$ cat src/rtl/ce_rr_load_arbiter.sv
// Round-robin arbiter that owns the clock-enable of a shared preset-to-INIT register.
// Define CE_ARB_HOLD_EN to let a LOCK-holding winner chain up to HOLD_MAX writes.
module ce_rr_load_arbiter #(
   parameter int          N        = 4,
   parameter int          W        = 8,
   parameter logic [W-1:0] INIT    = {W{1'b1}},
   parameter int          HOLD_MAX = 4
) (
   input  logic                   C,
   input  logic                   CLR,
   input  logic [N-1:0]           REQ,
   input  logic [N-1:0]           LOCK,
   input  logic [N*W-1:0]         DIN,
   output logic [N-1:0]           GNT,
   output logic [N-1:0]           ACK,
   output logic [W-1:0]           Q,
   output logic                   WR_STB,
   output logic                   BUSY,
   output logic [$clog2(N)-1:0]   WINNER
);

   // state    | meaning
   // ST_IDLE  | no grant; round-robin search over REQ starting at ptr_q
   // ST_GRANT | GNT held; closing edge loads DIN[winner] into Q
   // ST_DONE  | Q shows new data, ACK/WR_STB pulse; return to idle or re-grant
   typedef enum logic [1:0] {
      ST_IDLE  = 2'd0,
      ST_GRANT = 2'd1,
      ST_DONE  = 2'd2
   } state_t;

   localparam int IW = $clog2(N);
   localparam int SW = IW + 1;

   state_t         state_q, state_d;
   logic [N-1:0]   gnt_q, gnt_d;
   logic [N-1:0]   ack_q, ack_d;
   logic           wr_stb_q, wr_stb_d;
   logic           busy_q, busy_d;
   logic [W-1:0]   q_q, q_d;
   logic [IW-1:0]  winner_q, winner_d;
   logic [IW-1:0]  ptr_q, ptr_d;

   logic           pick_found;
   logic [IW-1:0]  pick_idx;
   logic [SW-1:0]  pick_sum;
   logic [IW-1:0]  ptr_next;
   logic [W-1:0]   din_sel;
   logic           hold_take;

   // Walk the candidates from the far end so the last hit is the one closest to ptr_q.
   always_comb begin
      pick_found = 1'b0;
      pick_idx   = '0;
      pick_sum   = '0;
      for (int j = N - 1; j >= 0; j--) begin
         pick_sum = {1'b0, ptr_q} + SW'(j);
         if (pick_sum >= SW'(N)) begin
            pick_sum = pick_sum - SW'(N);
         end
         if (REQ[pick_sum[IW-1:0]]) begin
            pick_found = 1'b1;
            pick_idx   = pick_sum[IW-1:0];
         end
      end
   end

   assign ptr_next = (winner_q == IW'(N - 1)) ? '0 : winner_q + 1'b1;
   assign din_sel  = DIN[winner_q*W +: W];

`ifdef CE_ARB_HOLD_EN
   localparam int HW = (HOLD_MAX > 1) ? $clog2(HOLD_MAX) : 1;

   // Remaining chained writes the current winner may still take without re-arbitration.
   logic [HW-1:0] hold_left_q, hold_left_d;

   assign hold_take = LOCK[winner_q] & REQ[winner_q] & (hold_left_q != '0);

   always_comb begin
      hold_left_d = hold_left_q;
      if (state_q == ST_IDLE && pick_found) begin
         hold_left_d = HW'(HOLD_MAX - 1);
      end else if (state_q == ST_DONE) begin
         hold_left_d = hold_take ? hold_left_q - 1'b1 : '0;
      end
   end

   always_ff @(posedge C or posedge CLR) begin
      if (CLR) begin
         hold_left_q <= '0;
      end else begin
         hold_left_q <= hold_left_d;
      end
   end
`else
   localparam int HOLD_UNUSED = HOLD_MAX;
   logic lock_unused;

   assign lock_unused = ^LOCK;
   assign hold_take   = 1'b0;
`endif

   always_comb begin
      state_d  = state_q;
      gnt_d    = gnt_q;
      ack_d    = '0;
      wr_stb_d = 1'b0;
      q_d      = q_q;
      winner_d = winner_q;
      ptr_d    = ptr_q;
      case (state_q)
         ST_IDLE: begin
            if (pick_found) begin
               state_d           = ST_GRANT;
               gnt_d             = '0;
               gnt_d[pick_idx]   = 1'b1;
               winner_d          = pick_idx;
            end
         end
         ST_GRANT: begin
            q_d      = din_sel;
            ack_d    = gnt_q;
            wr_stb_d = 1'b1;
            state_d  = ST_DONE;
         end
         ST_DONE: begin
            if (hold_take) begin
               state_d = ST_GRANT;
            end else begin
               state_d = ST_IDLE;
               gnt_d   = '0;
               ptr_d   = ptr_next;
            end
         end
         default: begin
            state_d = ST_IDLE;
            gnt_d   = '0;
         end
      endcase
      busy_d = (state_d != ST_IDLE);
   end

   always_ff @(posedge C or posedge CLR) begin
      if (CLR) begin
         state_q  <= ST_IDLE;
         gnt_q    <= '0;
         ack_q    <= '0;
         wr_stb_q <= 1'b0;
         busy_q   <= 1'b0;
         q_q      <= INIT;
         winner_q <= '0;
         ptr_q    <= '0;
      end else begin
         state_q  <= state_d;
         gnt_q    <= gnt_d;
         ack_q    <= ack_d;
         wr_stb_q <= wr_stb_d;
         busy_q   <= busy_d;
         q_q      <= q_d;
         winner_q <= winner_d;
         ptr_q    <= ptr_d;
      end
   end

   assign GNT    = gnt_q;
   assign ACK    = ack_q;
   assign WR_STB = wr_stb_q;
   assign BUSY   = busy_q;
   assign Q      = q_q;
   assign WINNER = winner_q;

endmodule

$ cat config.mk
export PLATFORM = sky130hd
export DESIGN_NAME = ce_rr_load_arbiter
export DESIGN_NICKNAME = d
export VERILOG_FILES = /design/src/rtl/ce_rr_load_arbiter.sv
export SDC_FILE = /design/constraint.sdc
export NUM_CORES = 1
export LEC_CHECK = 0
export BUFFER_PORTS_ARGS = -buffer_cell sky130_fd_sc_hd__clkbuf_2
export CORE_MARGIN = 4
export CORE_UTILIZATION = 35
export DETAILED_ROUTE_END_ITERATION = 8
export PLACE_DENSITY = 0.79
export SLEW_MARGIN = 25
export SYNTH_ARGS = -nofsm -noshare
export SYNTH_HDL_FRONTEND = slang
export SYNTH_SLANG_ARGS = --single-unit
$ cat constraint.sdc
create_clock -name C -period 1.3 [get_ports C]
set_clock_uncertainty 0.05 [all_clocks]
set_input_delay 0.195 -clock C [delete_from_list [all_inputs] [get_ports C]]
set_output_delay 0.195 -clock C [all_outputs]
set_load 0.02 [all_outputs]
==> flow_summary.toml, run 1 <==
[run_status]
outcome = "complete, but fails checks"
violations = "setup timing"

[global_route]
antenna_found_initial = 0
grt_pass1_wl_mm = 4.97
grt_pass1_vias = 1013
grt_usage_pct = 15.9
grt_max_degree = 14
grt_overflow = 0

[timing]
timing.final.crit_share_pct = 109
hold_viol_final = 0
max_slew_margin_pct = 80.9
slew_violations = 0
final-setup-viol-count = 14
setup_slack_ns = -0.115
period_needed_ns = 1.42
clock.fmax_mhz = 707
rsz0062_at_grt = "true"
worst_pin_slew_ns = 0.285

[finish]
final_cell_area_um2 = 1780
antenna_cells = 0
fillCellCount = 263
drive_above_1_share_pct = 76.8
stdcell_count = 199
fin_nets = 199
syn_to_final_growth_pct = 57.0

[clock_network]
cts-root-buf = "clkbuf_4"
cts_buffer_depth = 2
ctsHtreeMaxLevel = 1
cts_tree = "built"
cts_inserted_buffers = 3
clk_pin_slew_ns = 0.12
cts.sinks = 23
clk_latency_ns = 0.31

[power_and_ir_drop]
power_mw = 4.42
ir_drop_uv = 785
total_leakage_power_nw = 0.866
power_density_nw_per_um2 = 2480

[worst_setup_path]
crit_buf_inv = 1
crit_required_ns = 1.50
arrival_ns = 1.62
critPathLaunchType = "register"
slowest_delay_ns = 0.50
worstSetupPathType = "reg -> reg"
cp_max_fo = 5
r2r_slack_ns = -0.12
slowest_stage = "mux4_2"
cp_cell_sequence = "buf_12 -> mux4_2 -> mux2_4"
cpLargestDelayFamily = "multiplexers"
crit_path_end_kind = "register"

[place]
portBuffers = 57
place_area_um2 = 1560
place_inst = 186
globalplace.congestion = 0.777
dp_hpwl_mm = 2.41

[logic_synthesis]
synth_cells = 78
synth_cell_types = 24
synth-seq-cells = 23
yosysWarnings = 0
yosys.area_share.simple_pct = 7.40
synth_top_area_share_pct = 33.1
synth-seq-area-share_pct = 51.7
synth-edff-count = 0
synthMuxAreaShare_pct = 27.7
synth_compound_area_share_pct = 9.06
synth-xor-area-share_pct = 0
netlist_area_um2 = 1130
synth.most_common_cell = "dfrtp_1"
synth_top_family_by_area = "multiplexers"
synth_top_cell_by_area = "dfrtp_1"
ys.flop_type = "dfrtp_1"
ys_async_sr_fraction_pct = 100
synth_nets = 121
synth_common_cells = "15 x dfrtp_1, 11 x mux2_2, 8 x dfstp_2, 8 x mux4_2, 6 x nor2_1"
avgSynthCellArea_um2 = 14.5
netlist_top_cells_area = "dfrtp_1 33%, dfstp_2 19%, mux4_2 16%, mux2_2 11%, a32o_1 3.5%"
synthAdderAreaFrac_pct = 1.10

[detailed_routing]
vias = 979
wl_per_cell_um = 16.2
wl_met2_mm = 1.53
wl_met1_mm = 1.27
top_layer = "met4"
first_pass_iters = 4
ant_nets = 0
routed_wl_mm = 3.22
post-route-drc-count = 0
wl_met3_um = 331
drt_iter0_markers = 30
vias_per_cell = 4.92

[floorplan]
die_y_um = 64.9
die_x_um = 64.9
coreArea_um2 = 3080
io_pins = 62
initial_utilization_pct = 36.8
num_rows = 20
die_area_um2 = 4210

[flow_run]
cap_violations = 0

[worst_hold_path]
hold_path_class = "in -> async"
[cells in the final DEF, fill, tap and decap left out, types with 4 or more instances in the layout]
cell      netlist  final
mux4_2          8      8
and2_1          4      4
dfstp_2         8      8
dfrtp_2         0      4
clkbuf_2        0     47
a32o_1          4      4
buf_4           1     17
nor2_1          6      4
buf_6           1      6
dfrtp_1        15     11
mux2_4          0     10
[worst reg2reg max path, cell delays in order, from the launching register on]
cell	delay, ns
dfrtp_2	0.41
buf_12	0.13
mux4_2	0.50
mux2_4	0.27
[per-stage QoR]
stage	setup WS [ns]	TNS [ns]	hold WS, ns	utilization, %
global route	-0.151	-1.85	0.248	57.8
detailed placement	-0.202	-1.94	0.0584	50.8
CTS	-0.115	-1.18	0.267	55.2
finish	-0.115	-1.19	0.270	57.8
global placement	-0.171	-1.47	0.0525	50.8
floorplan	-0.166	-1.34	0.141	-
[final cells by class]
cell class	instances	area, um^2	share of cell area, %
multi-input cells	49	593	33.4
flip-flops and latches	23	591	33.2
repair buffers	76	500	28.1
well taps	44	55.1	3.10
clock buffers	3	22.5	1.27
inverters	3	11.3	0.633
clock inverters	1	5.00	0.281
[report_power, final]
part | internal, mW | switching, mW
Clock | 0.115 | 0.207
Combinational | 1.51 | 1.16
Sequential | 1.14 | 0.279
[path summary, 6_finish.rpt]
kind                                       start               end  depth (start not counted)
max                        WINNER[0]$_DFFE_PP0P_  Q[3]$_DFFE_PP1P_                          3
min                                          CLR  ACK[3]$_DFF_PP0_                          3
max reg2reg                WINNER[0]$_DFFE_PP0P_  Q[3]$_DFFE_PP1P_                          3
min reg2reg                   GNT[3]$_DFFE_PP0P_  ACK[3]$_DFF_PP0_                          1
max in group asynchronous                    CLR  Q[5]$_DFFE_PP1P_                          4
min in group C                           DIN[22]  Q[6]$_DFFE_PP1P_                          3
[layer usage]
layer | track usage, % | vias up
met4 | 6.33 | 0
met5 | 0 | -
li1 | - | 455
met2 | 28.2 | 52
met1 | 17.3 | 464
met3 | 5.20 | 8
[registers in the layout (all words and copies together) (netlist names)]
register,cells
ACK,4
BUSY,1
GNT,4
Q,8
WINNER,2
ptr_q,2
state_q,2
[logic make-up (layout without fill, tap and decap cells)]
family	after synthesis	in the layout
flops	23	23
mux	20	20
simple gates	15	15
compound gates	13	13
buf+inv	6	83
fa+ha+maj	1	1
[what timing repair did]
action,CTS,global route
gates resized for setup,14,24
buffers inserted,3,5
hold endpoints to repair,5,0
pin swaps,8,4
setup endpoints to repair,19,26
hold buffers,1,0
(Power assumes the default switching activity.)
==> inputs of run 2 (changes only) <==
GPL_TIMING_DRIVEN = 0   (was not set)
clock period = 1.2 ns   (was 1.3 ns; I/O delays follow)
==> run 2 against run 1 <==
Net effect: the run ends with hold timing, setup timing left; clock power is 12% higher; final cell count is 3.0% lower; combinational power is 12% higher; fmax is 2.1% lower; largest cell class is now registers; largest power group unchanged; highest routed layer unchanged.
==> flow_summary.toml, run 2 (same netlist as run 1, synthesis figures left out) <==
[run_status]
outcome = "complete, but fails checks"
violations = "hold timing, setup timing"

[clock_network]
ctsHtreeMaxLevel = 1
clk_pin_slew_ns = 0.13
clk_latency_ns = 0.31
cts_tree = "built"
cts.sinks = 23
cts_buffer_depth = 2
cts_inserted_buffers = 3
cts-root-buf = "clkbuf_4"

[power_and_ir_drop]
power_mw = 4.90
p_switching_mw = 1.80
power_density_nw_per_um2 = 2780
p_sw_share_pct = 36.7
clock_power_share_pct = 7.4
p_int_mw = 3.10
power_frac_seq_pct = 31.9
combPwrFrac_pct = 60.7
total_leakage_power_nw = 0.847
ir_drop_uv = 1170

[floorplan]
io_pins = 62
coreArea_um2 = 3080
die_y_um = 64.9
die_x_um = 64.9
num_rows = 20
die_area_um2 = 4210
initial_utilization_pct = 36.8

[timing]
setup_slack_ns = -0.245
hold_viol_final = 15
worst_pin_slew_ns = 0.817
timing.final.crit_share_pct = 120
fin_tns_setup_ns = -2.94
final-setup-viol-count = 25
holdWs_ns = -0.0640
max_slew_margin_pct = 45.5
clock.fmax_mhz = 692
rsz0062_at_grt = "true"
slew_violations = 0
period_needed_ns = 1.45

[worst_setup_path]
cp_max_fo = 9
crit_required_ns = 1.41
critPathLaunchType = "register"
r2r_slack_ns = -0.25
crit_path_end_kind = "register"
rr_worst_depth = 3
rr_endpoint = "Q[2]$_DFFE_PP1P_"
arrival_ns = 1.65
worstSetupPathType = "reg -> reg"
rr_startpoint = "WINNER[0]$_DFFE_PP0P_"

[detailed_routing]
drt_iter0_markers = 30
vias = 928
post-route-drc-count = 0
routed_wl_mm = 2.91
vias_per_cell = 4.81
ant_nets = 0
first_pass_iters = 4
wl_per_cell_um = 15.1

[place]
dp_hpwl_mm = 2.22
dp_slack_ns = -0.416
portBuffers = 57
place_area_um2 = 1520
globalplace.congestion = 0.829
place_inst = 179

[finish]
antenna_cells = 0
largest_reg_flops = 8
fillCellCount = 258
syn_to_final_growth_pct = 55.7
layout_commonest_cell = "clkbuf_2"
stdcell_count = 193
ff_latch_area_um2 = 589
multiInputGateArea_um2 = 588
fin_nets = 193
drive_above_1_share_pct = 74.5
final_cell_area_um2 = 1760
final_cell_mix = "47 x clkbuf_2, 12 x dfrtp_1, 9 x mux2_4, 9 x buf_4"
utilization_pct = 57.3

[global_route]
antenna_found_initial = 0
grt_overflow = 0
grt_usage_pct = 14.4
grt_pass1_wl_mm = 4.60
grt_max_degree = 24
grt_pass1_vias = 971

[worst_hold_path]
hold_path_class = "in -> async"

[flow_run]
cap_violations = 0
==> run 2: cell count changes in the layout (fill, tap and decap cells not counted), sizes merged <==
cell,delta
clkinv,-1
dlygate4sd3,-1
clkbuf,+1
buf,-5
==> run 2: area by class of cell <==
cell class,instances,area share (%)
clock buffers,4,1.49
plain buffers,3,1.85
repair buffers,67,26.1
inverters,3,0.639
multi-input cells,49,33.4
flip-flops and latches,23,33.4
well taps,44,3.12
==> run 2: layer usage <==
layer  vias to the layer above  wire, um  GRT usage (%)
met5                         -         0              0
met4                         0        55           6.33
met3                         4       221           3.12
met2                        42      1480           24.8
met1                       440      1140           17.2
li1                        442         -              -
==> run 2: worst max path at each step <==
stage	start	endpoint	slack [ns]
2_1_floorplan	WINNER[0]$_DFFE_PP0P_	Q[0]$_DFFE_PP1P_	-0.27
3_3_place_gp	state_q[0]$_DFF_PP0_	Q[3]$_DFFE_PP1P_	-0.34
3_5_place_dp	state_q[0]$_DFF_PP0_	Q[2]$_DFFE_PP1P_	-0.42
4_1_cts	WINNER[0]$_DFFE_PP0P_	Q[2]$_DFFE_PP1P_	-0.27
5_1_grt	WINNER[0]$_DFFE_PP0P_	Q[7]$_DFFE_PP1P_	-0.28
6_report	WINNER[0]$_DFFE_PP0P_	Q[2]$_DFFE_PP1P_	-0.25
==> run 2: critical path: stages (launching register included) <==
cell and delay, ns:
dfrtp_2 0.41, buf_12 0.14, mux4_2 0.51, mux2_4 0.28
==> run 2: power groups by stage <==
stage	registers (mW)	clock network [mW]	logic, mW
finish	1.56	0.361	2.98
detailed placement	1.53	0	2.26
global route	1.62	0.405	3.17
CTS	1.53	0.363	2.76
floorplan	1.85	0	1.30
global placement	1.50	0	2.19
==> run 2: timing repair <==
action	in CTS	in global routing
resized for setup	24	18
endpoints found under the hold margin	15	0
pin swaps	4	3
endpoints found under the setup margin	27	30
setup buffers	7	3
==> inputs of run 3 (changes only) <==
PLACE_DENSITY = 0.76   (was 0.79)
clock period = 1.7 ns   (was 1.2 ns; I/O delays follow)
==> run 3 against run 2 <==
Net effect: the flow now finishes without violations; sequential power decreased by 34%; total power decreased by 45%; core utilization decreased by 8.4 points; clock power decreased by 32%; worst setup slack improved by 0.44 ns; first-iteration DRC count increased by 17%; sequential share of layout area increased by 5.5 points; global-route usage decreased by 1.8 points; hold slack improved by 0.10 ns; count of clock-buffer cells in the layout decreased by 1; non-clock buffer count decreased by 10; fmax decreased by 4.1%; largest power group unchanged.
==> flow_summary.toml, run 3 (same netlist as run 1, synthesis figures left out) <==
[timing]
rsz0062_at_grt = "false"
final-setup-viol-count = 0
worst_pin_slew_ns = 0.827
holdWs_ns = 0.0374
period_needed_ns = 1.51
slew_violations = 0
clock.fmax_mhz = 664
hold_viol_final = 0
timing.final.crit_share_pct = 88.6
fin_tns_setup_ns = 0
max_slew_margin_pct = 44.8

[floorplan]
die_y_um = 64.9
die_x_um = 64.9
die_area_um2 = 4210
io_pins = 62
num_rows = 20
coreArea_um2 = 3080
initial_utilization_pct = 36.8

[worst_setup_path]
arrival_ns = 1.69
worstSetupPathType = "reg -> reg"
rr_worst_depth = 3
crit_required_ns = 1.89
critPathLaunchType = "register"
crit_path_end_kind = "register"
cp_max_fo = 10

[finish]
layout_commonest_cell = "clkbuf_2"
stdcell_count = 183
fillCellCount = 295
fin_nets = 183
largest_reg_flops = 8
drive_above_1_share_pct = 67.6
final_cell_mix = "58 x clkbuf_2, 15 x dfrtp_1, 11 x mux2_2"
syn_to_final_growth_pct = 32.8
final_cell_area_um2 = 1500
antenna_cells = 0

[clock_network]
cts.sinks = 23
clk_latency_ns = 0.30
ctsHtreeMaxLevel = 1
clk_pin_slew_ns = 0.13
cts_inserted_buffers = 3
cts_hold_buf = 0
cts_buffer_depth = 2
cts_tree = "built"
cts-root-buf = "clkbuf_4"

[global_route]
grt_pass1_vias = 918
grt_overflow = 0
antenna_found_initial = 0
grt_usage_pct = 12.6
grt_max_degree = 24
grt_pass1_wl_mm = 4.09

[place]
dp_hpwl_mm = 2.10
place_inst = 179
globalplace.congestion = 0.781
place_area_um2 = 1470
portBuffers = 57

[power_and_ir_drop]
combPwrFrac_pct = 52.8
power_frac_seq_pct = 38.2
p_switching_mw = 1.06
p_sw_share_pct = 39.3
clock_power_share_pct = 9.0
power_density_nw_per_um2 = 1800
total_leakage_power_nw = 0.722
ir_drop_uv = 855
p_int_mw = 1.64

[detailed_routing]
vias_per_cell = 4.83
vias = 883
post-route-drc-count = 0
drt_iter0_markers = 35
wl_per_cell_um = 13.7
routed_wl_mm = 2.50
first_pass_iters = 3
ant_nets = 0

[flow_run]
cap_violations = 0

[worst_hold_path]
hold_path_class = "in -> async"

[run_status]
outcome = "completed"
-- run 3: cell types whose count changed in the layout (fill, tap and decap cells not counted), moves of 8 or more --
cell | previous run | this run
clkbuf_2 | 47 | 58
mux2_2 | 2 | 11
mux2_4 | 9 | 0
buf_4 | 9 | 1
buf_8 | 8 | 0
-- run 3: final cells by class --
type / count / area (um^2) / area share (%)
sequential: 23 / 586 / 38.9
buffer: 3 / 23.8 / 1.58
clock buffer: 3 / 22.5 / 1.50
tap: 44 / 55.1 / 3.66
multi-input combinational: 49 / 513 / 34.1
clock inverter: 1 / 7.51 / 0.499
inverter: 3 / 11.3 / 0.749
timing repair buffer: 57 / 285 / 19.0
-- run 3: path summary, 6_finish.rpt --
| path | to | start | slack [ns] |
|---|---|---|---|
| min reg2reg | ACK[1]$_DFF_PP0_ | GNT[1]$_DFFE_PP0P_ | 0.47 |
| max reg2reg | Q[3]$_DFFE_PP1P_ | WINNER[0]$_DFFE_PP0P_ | 0.19 |
| max | Q[3]$_DFFE_PP1P_ | WINNER[0]$_DFFE_PP0P_ | 0.19 |
| min | ACK[0]$_DFF_PP0_ | CLR | 0.04 |
| max in group asynchronous | WINNER[0]$_DFFE_PP0P_ | CLR | 1.05 |
| min in group C | BUSY$_DFF_PP0_ | REQ[2] | 0.29 |
-- run 3: power groups by stage --
stage               Sequential [mW]  Combinational [mW]  Clock (mW)
floorplan                      1.29               0.790           0
global placement               1.03                1.42           0
detailed placement             1.05                1.46           0
CTS                            1.04                1.46       0.261
global route                   1.07                1.56       0.287
finish                         1.03                1.43       0.244
-- run 3: worst max-delay path: stages, from the launching register on --
cell and delay [ns]:
dfrtp_1 0.41, buf_6 0.19, mux4_2 0.52, mux2_2 0.27
-- run 3: per-layer routing --
metal,track usage [%],vias up,routed length (um)
li1,-,421,-
met1,15.2,422,1000
met2,22.2,38,1280
met3,3.47,2,206
met4,3.17,0,18
met5,0,-,0
-- run 3: repair_timing --
item,in CTS,in global routing
endpoints found under the hold margin,0,0
endpoints found under the setup margin,0,6
resized for setup,0,2
setup buffers,0,0
-- run 3: through the flow --
stage | power, mW | util, % | worst slack, ns
floorplan | 2.08 | - | 0.159
global placement | 2.46 | 47.8 | 0.0991
detailed placement | 2.51 | 47.8 | 0.0650
CTS | 2.76 | 48.8 | 0.0276
global route | 2.92 | 48.9 | 0.102
finish | 2.71 | 48.9 | 0.193
